### config.mk
export PLATFORM = sky130hd
export DESIGN_NAME = multi_phase_traffic_controller
export DESIGN_NICKNAME = d
export VERILOG_FILES = /design/src/rtl/multi_phase_traffic_controller.sv
export SDC_FILE = /design/constraint.sdc
export NUM_CORES = 1
export LEC_CHECK = 0
export ABC_AREA = 1
export CAP_MARGIN = 20
export CORE_ASPECT_RATIO = 1.2
export CORE_MARGIN = 5
export CORE_UTILIZATION = 45
export DETAILED_ROUTE_END_ITERATION = 6
export PLACE_DENSITY = 0.65
export SYNTH_ARGS = -nofsm -noshare
export SYNTH_HDL_FRONTEND = slang
export SYNTH_SLANG_ARGS = --single-unit
### constraint.sdc
create_clock -name clk -period 3.39 [get_ports clk]
set_clock_uncertainty 0.2 [all_clocks]
set_input_delay 1.017 -clock clk [delete_from_list [all_inputs] [get_ports clk]]
set_output_delay 1.017 -clock clk [all_outputs]
set_load 0.02 [all_outputs]
### src/rtl/multi_phase_traffic_controller.sv
// Round-robin traffic/pedestrian controller for NUM_PHASES approaches with all-red clearance,
// latched walk requests and flashing walk clearance. Define LEFT_TURN_EN to build the phase-0 arrow.
module mptc_lane (
  input  logic clk,
  input  logic reset,
  input  logic sel_cur,
  input  logic sel_nxt,
  input  logic n_green,
  input  logic n_amber,
  input  logic n_walk,
  input  logic req,
  input  logic clr,
  output logic red,
  output logic amber,
  output logic green,
  output logic walk,
  output logic pending
);
  always_ff @(posedge clk) begin
    if (reset) begin
      red     <= 1'b1;
      amber   <= 1'b0;
      green   <= 1'b0;
      walk    <= 1'b0;
      pending <= 1'b0;
    end else begin
      green <= sel_nxt & n_green;
      amber <= sel_nxt & n_amber;
      red   <= ~(sel_nxt & (n_green | n_amber));
      walk  <= sel_nxt & n_walk;
      // a new request beats the GREEN-entry clear so it is served next lap
      if (req)                pending <= 1'b1;
      else if (clr & sel_cur) pending <= 1'b0;
    end
  end
endmodule

module multi_phase_traffic_controller #(
  parameter int NUM_PHASES   = 4,
  parameter int TICK_DIV     = 27000000,
  parameter int GREEN_TICKS  = 10,
  parameter int AMBER_TICKS  = 3,
  parameter int ALLRED_TICKS = 2,
  parameter int FLASH_TICKS  = 4,
  parameter int ARROW_TICKS  = 5,
  localparam int PW = (NUM_PHASES > 2) ? $clog2(NUM_PHASES) : 1
) (
  input  logic                  clk,
  input  logic                  reset,
  input  logic                  debug,
  input  logic [NUM_PHASES-1:0] walk_req,
  input  logic                  left_turn_req,
  output logic [NUM_PHASES-1:0] phase_red,
  output logic [NUM_PHASES-1:0] phase_amber,
  output logic [NUM_PHASES-1:0] phase_green,
  output logic [NUM_PHASES-1:0] walk,
  output logic                  left_arrow,
  output logic [PW-1:0]         cur_phase,
  output logic [NUM_PHASES-1:0] walk_pending
);
  function automatic int max2(input int a, input int b);
    return (a > b) ? a : b;
  endfunction

  localparam int MAXD = max2(max2(max2(GREEN_TICKS, AMBER_TICKS), max2(ALLRED_TICKS, FLASH_TICKS)),
                             ARROW_TICKS);
  localparam int TW   = $clog2(MAXD) + 1;
  localparam int DW   = $clog2(TICK_DIV) + 1;

  typedef enum logic [2:0] {
    S_ALL_RED = 3'd0,
`ifdef LEFT_TURN_EN
    S_ARROW   = 3'd1,
`endif
    S_GREEN   = 3'd2,
    S_FLASH   = 3'd3,
    S_AMBER   = 3'd4
  } state_t;

  state_t          state, nstate;
  logic [TW-1:0]   timer, ntimer;
  logic [PW-1:0]   nphase;
  logic            served, nserved;
  logic            flash_walk, nflash;
  logic            go_green;
  logic [DW-1:0]   div;
  logic            debug_q;
  logic            tick;

  assign tick = debug | (div == DW'(TICK_DIV - 1));

`ifdef LEFT_TURN_EN
  logic arrow_latch, arrow_entry;
`else
  logic unused_left_turn_req;
  assign unused_left_turn_req = left_turn_req;
  assign left_arrow = 1'b0;
`endif

  always_comb begin
    nstate   = state;
    ntimer   = timer;
    nphase   = cur_phase;
    nserved  = served;
    nflash   = flash_walk;
    go_green = 1'b0;
`ifdef LEFT_TURN_EN
    arrow_entry = 1'b0;
`endif
    if (tick) begin
      if (timer == '0) begin
        unique case (state)
          S_ALL_RED: begin
`ifdef LEFT_TURN_EN
            if (cur_phase == '0 && arrow_latch) begin
              nstate      = S_ARROW;
              ntimer      = TW'(ARROW_TICKS - 1);
              arrow_entry = 1'b1;
            end else
`endif
              go_green = 1'b1;
          end
`ifdef LEFT_TURN_EN
          S_ARROW: go_green = 1'b1;
`endif
          S_GREEN: begin
            if (served) begin
              nstate = S_FLASH;
              ntimer = TW'(FLASH_TICKS - 1);
              nflash = 1'b0;
            end else begin
              nstate = S_AMBER;
              ntimer = TW'(AMBER_TICKS - 1);
            end
          end
          S_FLASH: begin
            nstate = S_AMBER;
            ntimer = TW'(AMBER_TICKS - 1);
            nflash = 1'b0;
          end
          S_AMBER: begin
            nstate = S_ALL_RED;
            ntimer = TW'(ALLRED_TICKS - 1);
            nphase = (cur_phase == PW'(NUM_PHASES - 1)) ? '0 : cur_phase + 1'b1;
          end
          default: begin
            nstate = S_ALL_RED;
            ntimer = TW'(ALLRED_TICKS - 1);
          end
        endcase
      end else begin
        ntimer = timer - 1'b1;
        if (state == S_FLASH) nflash = ~flash_walk;
      end
    end
    if (go_green) begin
      nstate  = S_GREEN;
      ntimer  = TW'(GREEN_TICKS - 1);
      nserved = walk_pending[cur_phase];
    end
  end

  always_ff @(posedge clk) begin
    if (reset) begin
      state      <= S_ALL_RED;
      timer      <= TW'(ALLRED_TICKS - 1);
      cur_phase  <= '0;
      served     <= 1'b0;
      flash_walk <= 1'b0;
      div        <= '0;
      debug_q    <= debug;
`ifdef LEFT_TURN_EN
      arrow_latch <= 1'b0;
      left_arrow  <= 1'b0;
`endif
    end else begin
      state      <= nstate;
      timer      <= ntimer;
      cur_phase  <= nphase;
      served     <= nserved;
      flash_walk <= nflash;
      debug_q    <= debug;
      // realign the divider whenever the speed mode flips
      if (debug != debug_q || div == DW'(TICK_DIV - 1)) div <= '0;
      else                                              div <= div + 1'b1;
`ifdef LEFT_TURN_EN
      if (left_turn_req)    arrow_latch <= 1'b1;
      else if (arrow_entry) arrow_latch <= 1'b0;
      left_arrow <= (nstate == S_ARROW);
`endif
    end
  end

  logic n_green, n_amber, n_walk;
  assign n_green = (nstate == S_GREEN) || (nstate == S_FLASH);
  assign n_amber = (nstate == S_AMBER);
  assign n_walk  = ((nstate == S_GREEN) && nserved) || ((nstate == S_FLASH) && nflash);

  for (genvar i = 0; i < NUM_PHASES; i++) begin : g_lane
    mptc_lane u_lane (
      .clk     (clk),
      .reset   (reset),
      .sel_cur (cur_phase == PW'(i)),
      .sel_nxt (nphase == PW'(i)),
      .n_green (n_green),
      .n_amber (n_amber),
      .n_walk  (n_walk),
      .req     (walk_req[i]),
      .clr     (go_green),
      .red     (phase_red[i]),
      .amber   (phase_amber[i]),
      .green   (phase_green[i]),
      .walk    (walk[i]),
      .pending (walk_pending[i])
    );
  end
endmodule
==> results of run 1 <==
## worst register-to-register path, delay by kind of cell (launching register included)
family | cells | cell delay, ns
simple gates | 10 | 1.20
flops | 1 | 0.35
fa+ha+maj | 1 | 0.18
buf+inv | 1 | 0.13
## registers in the layout, indices dropped and copies added, names as in the netlist
register,count
g_lane.u_lane.amber,4
flash_walk,1
debug_q,1
state,3
cur_phase,2
timer,5
g_lane.u_lane.walk,4
g_lane.u_lane.red,4
g_lane.u_lane.green,4
div,26
g_lane.u_lane.pending,4
served,1
## stage by stage
| step | power [mW] | utilization [%] | std cells |
|---|---|---|---|
| after detailed placement | 0.907 | 48.7 | 518 |
| after floorplan | 0.876 | - | 427 |
| after global placement | 0.905 | 48.7 | 518 |
| after CTS | 1.56 | 51.6 | 534 |
| after global routing | 1.61 | 51.6 | 534 |
| final | 1.54 | 51.6 | 534 |
## where the power goes
part | switching, mW | internal (mW)
Sequential | 0.0129 | 0.712
Combinational | 0.104 | 0.0617
Clock | 0.302 | 0.342
## final cells by class
cell class	count	area [um^2]	share of cell area, %
Multi-Input combinational cell	286	1500	42.9
Tap cell	87	109	3.11
Clock inverter	7	76.3	2.18
Inverter	56	210	6.01
Clock buffer	9	124	3.54
Timing Repair Buffer	30	295	8.44
Sequential cell	59	1180	33.8
## routing by layer
metal  share of wire [%]  global-route usage (%)  up-vias
met5                   0                       0        -
li1                    -                       -     1355
met3                 4.6                    4.58       10
met4                 2.1                    7.06        0
met1                  47                    19.1     1139
met2                  46                    24.3       48
## worst max path at each step
stage                       startpoint                   end  cells past startpoint
final                     cur_phase[0]          cur_phase[0]                      1
after global routing      cur_phase[0]          cur_phase[0]                      1
after CTS                 cur_phase[0]          cur_phase[0]                      1
after detailed placement         debug  g_lane[0].u_lane.red                      9
after global placement           debug  g_lane[0].u_lane.red                      9
after floorplan                  debug  g_lane[1].u_lane.red                      9
## logic make-up after synthesis
group,count (synthesis),share of synthesized area (%)
buf+inv,82,13.3
fa+ha+maj,7,2.83
xor+xnor,7,1.98
compound gates,44,7.52
simple gates,227,36.1
other cells,1,0.121
flops,59,38.2
## cells in the mapped netlist (all sizes together)
cell,count
a211oi,1
a21boi,1
a21oi,18
a31oi,3
buf,25
clkbuf,1
clkinv,1
conb,1
dfxtp,59
ha,7
inv,55
nand2,96
nand3,28
nand3b,1
nand4,3
nor2,74
nor3,13
nor3b,3
nor4,5
o21ai,19
o21bai,1
o22ai,1
or2,4
xnor2,2
xor2,5
==> metrics.md, run 1 <==
| Metric | Value |
|---|---|
| Reg2reg path depth | `12` |
| Clock Sinks | `59` |
| Flip-flop and latch count after synthesis | `59` |
| Area contributors post-synth | `dfxtp_1 (38%), nand2_1 (9.6%), nor2_1 (7.3%), inv_1 (6.1%), buf_4 (5.1%)` |
| Finish-stage setup viols | `0` |
| First-pass GRT wire length | `10700 um` |
| Yosys top cell area share | `38.2%` |
| Max incr delay on CP | `0.67 ns` |
| Total negative slack | `0 ns` |
| Mean routed wirelength per cell | `11.2 um` |
| Fill cells | `706` |
| CTS tree | `done` |
| I/O Buffers | `28` |
| Status | `finished, final reports clean` |
| Post-Syn Instances | `427` |
| Arr. time, crit path | `1.52 ns` |
| RR Startpoint | `div[0]` |
| Cell Pwr Density | `439 nW/um^2` |
| Commonest non-fill, non-tap cell in the layout | `nand2_1` |
| Commonest non-fill, non-tap cells in the layout | `nand2_1 (79), nor2_1 (60), dfxtp_1 (59)` |
| Routed vias | `2552` |
| CP top delay family | `buffers and inverters` |
| Synth area leader | `dfxtp_1` |
| Crit share post-route | `80.8%` |
| Synthesized cell area | `3100 um^2` |
| Hold path startpoint | `div[0]` |
| Maximum VDD drop | `0.244 mV` |
| Vias in the first global route | `2471` |
| Hold Crit Depth | `1` |
| Synth warn | `0` |
| DR iter-0 viols | `79` |
| Final hold viol count | `0` |
| Die area | `8640 um^2` |
| # IOs | `31` |
| Fraction of layout cells with a size suffix above 1 | `13.9%` |
| Mapped Nets | `442` |
| Worst-path fanout max | `9` |
| Overflow after GRT | `0` |
| Htree depth | `3` |
| Starting Density | `45.7%` |
| Achievable Freq | `365 MHz` |
| Die X | `85.7 um` |
| Final WL | `5970 um` |
| Post_cts resized | `0` |
| Final hold slack | `0.247 ns` |
| Setup bufs post-CTS | `0` |
| Area Growth Syn to Fin | `13.0%` |
| Core area | `6770 um^2` |
| Clock-pin slew of the registers on the worst-case setup and hold paths | `0.07 ns` |
| Final HPWL DP | `4480 um` |
| Fin nets | `457` |
| Root Driver | `clkbuf_8` |
| Cell area after placement | `3300 um^2` |
| Pre-antenna DRT Iters | `4` |
| Min Tclk post-route | `2.74 ns` |
| Largest net degree at the start of global routing | `25` |
| Worst path bufs/invs | `1` |
| Die Height | `101 um` |
| Worst hold path type | `reg2reg` |
| CP Launch Type | `flip-flop` |
| Critical-path top delay cell | `clkdlybuf4s50_1` |
| Register area share after synthesis | `38.2%` |
| Hold EP | `div[0]` |
| CTS Buffer Depth | `2` |
| Reg2reg setup slack | `1.23 ns` |
| CP Capture Type | `output port` |
| Hold_buf cts | `0` |
| Max Slew Vio Count | `0` |
| Worst-Margin Slew | `0.631 ns` |
| Leak Pwr | `1.38 nW` |
| Ant diodes | `0` |
| Clk Latency, worst-skew pair | `0.34 ns` |
| Crit Path Category | `reg2out` |
| Post-route ant nets | `0` |
| Via density | `4.78` |
| Floorplan row count | `33` |
| Tot GR Track Use | `15.3%` |
| CP cell instances | `clkdlybuf4s50_1` |
| Worst EP required | `2.17 ns` |
| PnR worst setup slack | `0.650 ns` |
| TritonCTS Buffers | `9` |
| Yosys cell types | `36` |
| Slew headroom | `57.6%` |
| Max-cap violations | `0` |
| Design area | `3500 um^2` |
| Initial antenna violation count | `0` |
| DP Worst Slack | `0.538 ns` |
| Worst flop-to-flop path endpoint | `g_lane[2].u_lane.red` |
| RSZ-0062 raised after global routing | `false` |
| Syn_area_per_cell | `7.25 um^2` |
| Remaining DRCs | `0` |
| Gpl congestion | `0.844` |
No activity file was read; power rests on OpenSTA's default activity.
==> inputs of run 2 (changes only) <==
- clock period: 3.39 -> 2.83 ns (I/O delays scaled with it)
==> metrics.md, run 2 (synthesis gave the netlist of run 1 again) <==
| Metric | Value |
|---|---|
| Status | `finished, final reports clean` |
| Comb power frac | `11.0% (+0.2 points)` |
| CP Launch Type | `flip-flop` |
| Starting Density | `45.7% (unchanged)` |
| Hold Crit Depth | `1 (unchanged)` |
| Clock Power Share | `41.5% (-0.5 points)` |
| Area Growth Syn to Fin | `13.3%` |
| Max reg flops | `26 (unchanged)` |
| Htree depth | `3 (unchanged)` |
| Die Height | `101 um (unchanged)` |
| Hold_buf cts | `0 (unchanged)` |
| Clk Latency, worst-skew pair | `0.35 ns (about the same)` |
| Floorplan row count | `33 (unchanged)` |
| # IOs | `31 (unchanged)` |
| CP Capture Type | `output port` |
| Hold EP | `div[0]` |
| Core area | `6770 um^2 (unchanged)` |
| Overflow after GRT | `0 (unchanged)` |
| Largest registers | `div x26, timer x5` |
| Sw Ratio | `26.0% (-1.3 points)` |
| Fin nets | `459 (+0.44%)` |
| Pre-antenna DRT Iters | `4 (unchanged)` |
| Clock-pin slew of the registers on the worst-case setup and hold paths | `0.06 ns (about the same)` |
| Die area | `8640 um^2 (unchanged)` |
| CP cell instances | `clkdlybuf4s50_1` |
| Tot GR Track Use | `15.6% (+0.29 points)` |
| Total negative slack | `0 ns (unchanged)` |
| CTS Buffer Depth | `2 (unchanged)` |
| Routed vias | `2571 (+0.74%)` |
| Internal Power | `1.36 mW (+21%)` |
| Switching power | `475 uW (+13%)` |
| Fraction of layout cells with a size suffix above 1 | `14.0% (+0.16 points)` |
| Final WL | `6100 um (+2.1%)` |
| Leak Pwr | `1.39 nW (+0.91%)` |
| Final hold viol count | `0 (unchanged)` |
| Vias in the first global route | `2469 (-0.081%)` |
| Remaining DRCs | `0 (unchanged)` |
| CP top delay family | `buffers and inverters` |
| Setup bufs post-CTS | `0 (unchanged)` |
| TritonCTS Buffers | `9 (unchanged)` |
| Critical-path top delay cell | `clkdlybuf4s50_1` |
| Min Tclk post-route | `2.54 ns` |
| Finish-stage setup viols | `0 (unchanged)` |
| Worst-path fanout max | `9 (unchanged)` |
| Max Slew Vio Count | `0 (unchanged)` |
| Worst-Margin Slew | `0.514 ns (-0.117 ns)` |
| Worst path bufs/invs | `1 (unchanged)` |
| Crit share post-route | `89.6%` |
| Reg2reg setup slack | `0.66 ns (-0.57 ns)` |
| Via density | `4.80 (+0.37%)` |
| First-pass GRT wire length | `10800 um (+0.71%)` |
| Mean routed wirelength per cell | `11.4 um (+1.7%)` |
| Worst EP required | `1.78 ns (-0.39 ns)` |
| DR iter-0 viols | `109 (+38%)` |
| Seq pwr share | `47.4% (+0.2 points)` |
| I/O Buffers | `28 (unchanged)` |
| Commonest non-fill, non-tap cell in the layout | `nand2_1` |
| Reg with most FFs | `div` |
| Commonest non-fill, non-tap cells in the layout | `nand2_1 (79), nor2_1 (60), dfxtp_1 (59)` |
| RSZ-0062 raised after global routing | `false` |
| Worst flop-to-flop path endpoint | `g_lane[2].u_lane.red` |
| Clock Sinks | `59 (unchanged)` |
| CTS tree | `done` |
| Root Driver | `clkbuf_8` |
| Max-cap violations | `0 (unchanged)` |
| Slew headroom | `65.4% (+7.8 points)` |
| Initial antenna violation count | `0 (unchanged)` |
| Reg2reg path depth | `12 (unchanged)` |
| Ant diodes | `0 (unchanged)` |
| Largest net degree at the start of global routing | `15 (-40%)` |
| Finished Core Util | `51.8% (+0.13 points)` |
| Post-route ant nets | `0 (unchanged)` |
| Arr. time, crit path | `1.49 ns (-0.03 ns)` |
| Post_cts resized | `0 (unchanged)` |
| Cell Pwr Density | `522 nW/um^2 (+19%)` |
| Worst hold path type | `reg2reg` |
| Maximum VDD drop | `0.303 mV (+24%)` |
| Achievable Freq | `394 MHz` |
| RR Startpoint | `div[0]` |
| Final HPWL DP | `4540 um (+1.5%)` |
| Max incr delay on CP | `0.67 ns (about the same)` |
| Die X | `85.7 um (unchanged)` |
| Crit Path Category | `reg2out` |
| Gpl congestion | `0.826 (-2.1%)` |
| Hold path startpoint | `div[0]` |
==> run 2: cell types whose count changed in the layout (fill, tap and decap cells not counted) <==
cell,delta
clkinv_4,-2
clkinvlp_4,-1
clkbuf_8,+1
inv_6,-1
clkinv_2,+2
buf_4,+2
clkbuf_1,+1
==> run 2: routing by layer <==
metal  routed length (um)  track usage, %
met1                 2760            19.2
met2                 2930            25.6
met3                  296            5.07
met4                  110            5.72
met5                    0               0
==> run 2: how the worst max path moves through the flow <==
stage	end	startpoint	slack [ns]	cells past startpoint
after floorplan	g_lane[0].u_lane.red	cur_phase[0]	0.80	12
after global placement	g_lane[0].u_lane.red	debug	0.18	9
after detailed placement	g_lane[0].u_lane.red	debug	0.17	9
after CTS	cur_phase[0]	cur_phase[0]	0.27	1
after global routing	cur_phase[0]	cur_phase[0]	0.20	1
final	cur_phase[0]	cur_phase[0]	0.29	1
==> run 2: stage by stage <==
stage	area (um^2)	hold WS, ns	total power [mW]	setup slack, ns	cells
floorplan	3100	0.218	1.05	0.804	427
global placement	3310	0.229	1.09	0.179	520
detailed placement	3310	0.243	1.09	0.172	520
CTS	3510	0.258	1.86	0.269	536
global route	3510	0.295	1.93	0.205	536
finish	3510	0.254	1.83	0.293	536
==> run 2: final cells by class <==
| type | count | area [um^2] |
|---|---|---|
| fill | 676 | 3270 |
| multi-input combinational | 286 | 1500 |
| sequential | 59 | 1180 |
| timing repair buffer | 32 | 310 |
| inverter | 56 | 210 |
| clock buffer | 11 | 141 |
| tap | 87 | 109 |
| clock inverter | 5 | 52.6 |
==> run 2: worst reg2reg max path, cell delays in order, from the launching register on <==
cell and delay [ns]:
dfxtp_1 0.36, ha_1 0.18, nand2_1 0.08, nor2_2 0.12
nand2_1 0.08, nor2_2 0.16, nand2_4 0.11, nand2_4 0.20
inv_1 0.13, nand2_4 0.10, nand3_4 0.12, nor2_1 0.17
nor2_1 0.06
==> run 2: power groups by stage <==
stage               clock (mW)  combinational (mW)  sequential (mW)
CTS                      0.784               0.204            0.868
global placement             0               0.200            0.887
finish                   0.760               0.202            0.868
global route             0.829               0.228            0.871
floorplan                    0               0.165            0.884
detailed placement           0               0.203            0.887
==> inputs of run 3 (changes only) <==
- CORE_ASPECT_RATIO: 1.2 -> unset
- CTS_CLUSTER_SIZE: unset -> 20
- clock period: 2.83 -> 2.6 ns (I/O delays scaled with it)
==> metrics.md, run 3 (synthesis gave the netlist of run 1 again) <==
| Metric | Value |
|---|---|
| Crit Path Category | `reg2out` |
| Area of the multi-input gates | `1500 um^2 (unchanged)` |
| Gpl congestion | `0.826 (about the same)` |
| Worst hold path type | `reg2reg` |
| Leak Pwr | `1.44 nW (+3.7%)` |
| Fraction of layout cells with a size suffix above 1 | `15.2% (+1.2 points)` |
| Die X | `92.9 um (+8.4%)` |
| RR Startpoint | `timer[0]` |
| Pwr Total | `2.28 mW (+24%)` |
| Remaining DRCs | `0 (unchanged)` |
| Setup bufs post-CTS | `0 (unchanged)` |
| Root Driver | `clkbuf_8` |
| Status | `finished, final reports clean` |
| Vias in the first global route | `2335 (-5.4%)` |
| Non-Filler Instances | `534 (-0.37%)` |
| CTS Buffer Depth | `2 (unchanged)` |
| Achievable Freq | `411 MHz` |
| CP top delay family | `buffers and inverters` |
| First-pass GRT wire length | `10200 um (-5.7%)` |
| Finished Core Util | `53.4% (+1.6 points)` |
| Crit share post-route | `93.5%` |
| Register area | `1180 um^2 (unchanged)` |
| Switching power | `531 uW (+12%)` |
| DR iter-0 viols | `135 (+24%)` |
| Worst EP required | `1.62 ns (-0.16 ns)` |
| Critical-path top delay cell | `clkdlybuf4s50_1` |
| Overflow after GRT | `0 (unchanged)` |
| Comb power frac | `9.9% (-1.1 points)` |
| # IOs | `31 (unchanged)` |
| Hold path startpoint | `div[0]` |
| Internal Power | `1.75 mW (+29%)` |
| Max incr delay on CP | `0.66 ns (about the same)` |
| Via density | `4.71 (-1.7%)` |
| Total negative slack | `0 ns (unchanged)` |
| Clk Latency, worst-skew pair | `0.34 ns (about the same)` |
| Floorplan row count | `30 (-9.1%)` |
| Hold Crit Depth | `1 (unchanged)` |
| Sw Ratio | `23.3% (-2.7 points)` |
| Ant diodes | `0 (unchanged)` |
| Final hold viol count | `0 (unchanged)` |
| Post_cts resized | `0 (unchanged)` |
| Final HPWL DP | `4440 um (-2.3%)` |
| Slew headroom | `58.9% (-6.5 points)` |
| CP cell instances | `clkdlybuf4s50_1` |
| I/O Buffers | `28 (unchanged)` |
| Htree depth | `3 (unchanged)` |
| Starting Density | `45.8% (+0.10 points)` |
| Die area | `8640 um^2 (about the same)` |
| CTS tree | `done` |
| Clock-pin slew of the registers on the worst-case setup and hold paths | `0.07 ns (about the same)` |
| Hold EP | `div[0]` |
| Cell Pwr Density | `632 nW/um^2 (+21%)` |
| Reg2reg setup slack | `0.44 ns (-0.22 ns)` |
| Tot GR Track Use | `14.6% (-0.99 points)` |
| Min Tclk post-route | `2.43 ns` |
| Fin nets | `464 (+1.1%)` |
| Max-cap violations | `0 (unchanged)` |
| TritonCTS Buffers | `9 (unchanged)` |
| Seq pwr share | `41.5% (-5.9 points)` |
| Dpl cells | `518 (-0.38%)` |
| Area Growth Syn to Fin | `16.5%` |
| Clock Sinks | `59 (unchanged)` |
| Worst flop-to-flop path endpoint | `g_lane[1].u_lane.walk` |
| Post-route ant nets | `0 (unchanged)` |
| Largest registers | `div x26, timer x5` |
| Pre-antenna DRT Iters | `4 (unchanged)` |
| RSZ-0062 raised after global routing | `false` |
| Worst-path fanout max | `7 (-2)` |
| Hold_buf cts | `0 (unchanged)` |
| Core area | `6760 um^2 (-0.22%)` |
| Max reg flops | `26 (unchanged)` |
| Initial antenna violation count | `0 (unchanged)` |
| Final WL | `5920 um (-2.9%)` |
| Max Slew Vio Count | `0 (unchanged)` |
| Finish-stage setup viols | `0 (unchanged)` |
| Commonest non-fill, non-tap cells in the layout | `nand2_1 (79), nor2_1 (60), dfxtp_1 (59)` |
| Largest net degree at the start of global routing | `16 (+1)` |
| CP Launch Type | `flip-flop` |
| Reg with most FFs | `div` |
| Mean routed wirelength per cell | `11.1 um (-2.6%)` |
| Instance count on the critical path | `1 (unchanged)` |
| Worst path bufs/invs | `1 (unchanged)` |
| Commonest non-fill, non-tap cell in the layout | `nand2_1` |
| Clock Power Share | `48.7% (+7.2 points)` |
| Reg2reg path depth | `11 (-1)` |
| Maximum VDD drop | `0.375 mV (+24%)` |
| Fill cells | `657 (-2.8%)` |
| Die Height | `92.9 um (-7.8%)` |
| Routed vias | `2517 (-2.1%)` |
| Arr. time, crit path | `1.45 ns (-0.04 ns)` |
| Worst-Margin Slew | `0.611 ns (+0.0973 ns)` |
| CP Capture Type | `output port` |
==> run 3: cell count changes in the layout (fill, tap and decap cells not counted) <==
| cell | change |
|---|---|
| buf_4 | +5 |
| bufinv_16 | +3 |
| clkinvlp_4 | +1 |
| clkinv_2 | -2 |
| clkbuf_8 | -1 |
| clkbuf_1 | -1 |
==> run 3: how the worst max path moves through the flow <==
stage	start	slack, ns	to
6_report	cur_phase[1]	0.17	cur_phase[1]
5_1_grt	cur_phase[1]	0.11	cur_phase[1]
4_1_cts	cur_phase[1]	0.15	cur_phase[1]
3_5_place_dp	debug	0.14	g_lane[0].u_lane.red
3_3_place_gp	debug	0.15	g_lane[3].u_lane.red
2_1_floorplan	cur_phase[0]	0.57	g_lane[0].u_lane.red
==> run 3: final cells by class <==
cell class | count | share of cell area (%)
well taps | 80 | 2.78
multi-input cells | 286 | 41.7
repair buffers | 37 | 9.65
flip-flops and latches | 59 | 32.8
inverters | 56 | 5.83
clock buffers | 9 | 3.44
clock inverters | 7 | 3.89
==> run 3: per-stage QoR <==
step,worst slack [ns],hold slack [ns],area (um^2)
6_report,0.169,0.261,3600
5_1_grt,0.107,0.296,3600
4_1_cts,0.151,0.276,3600
3_5_place_dp,0.143,0.260,3340
3_3_place_gp,0.152,0.232,3340
2_1_floorplan,0.574,0.218,3100
==> run 3: power groups by stage <==
stage | Sequential [mW] | Combinational [mW] | Clock (mW)
after floorplan | 0.962 | 0.179 | 0
after global placement | 0.965 | 0.222 | 0
after detailed placement | 0.965 | 0.225 | 0
after CTS | 0.944 | 0.226 | 1.14
after global routing | 0.948 | 0.248 | 1.17
final | 0.945 | 0.225 | 1.11
==> run 3: metal layers <==
layer  share of wire (%)  wire length, um  vias up  GRT usage [%]
met2                  42             2490       36           21.8
met5                   0                0        -              0
met4                 2.1              126        0           7.81
met3                 3.9              230       10           3.17
met1                  52             3070     1102           19.7
li1                    -                -     1369              -
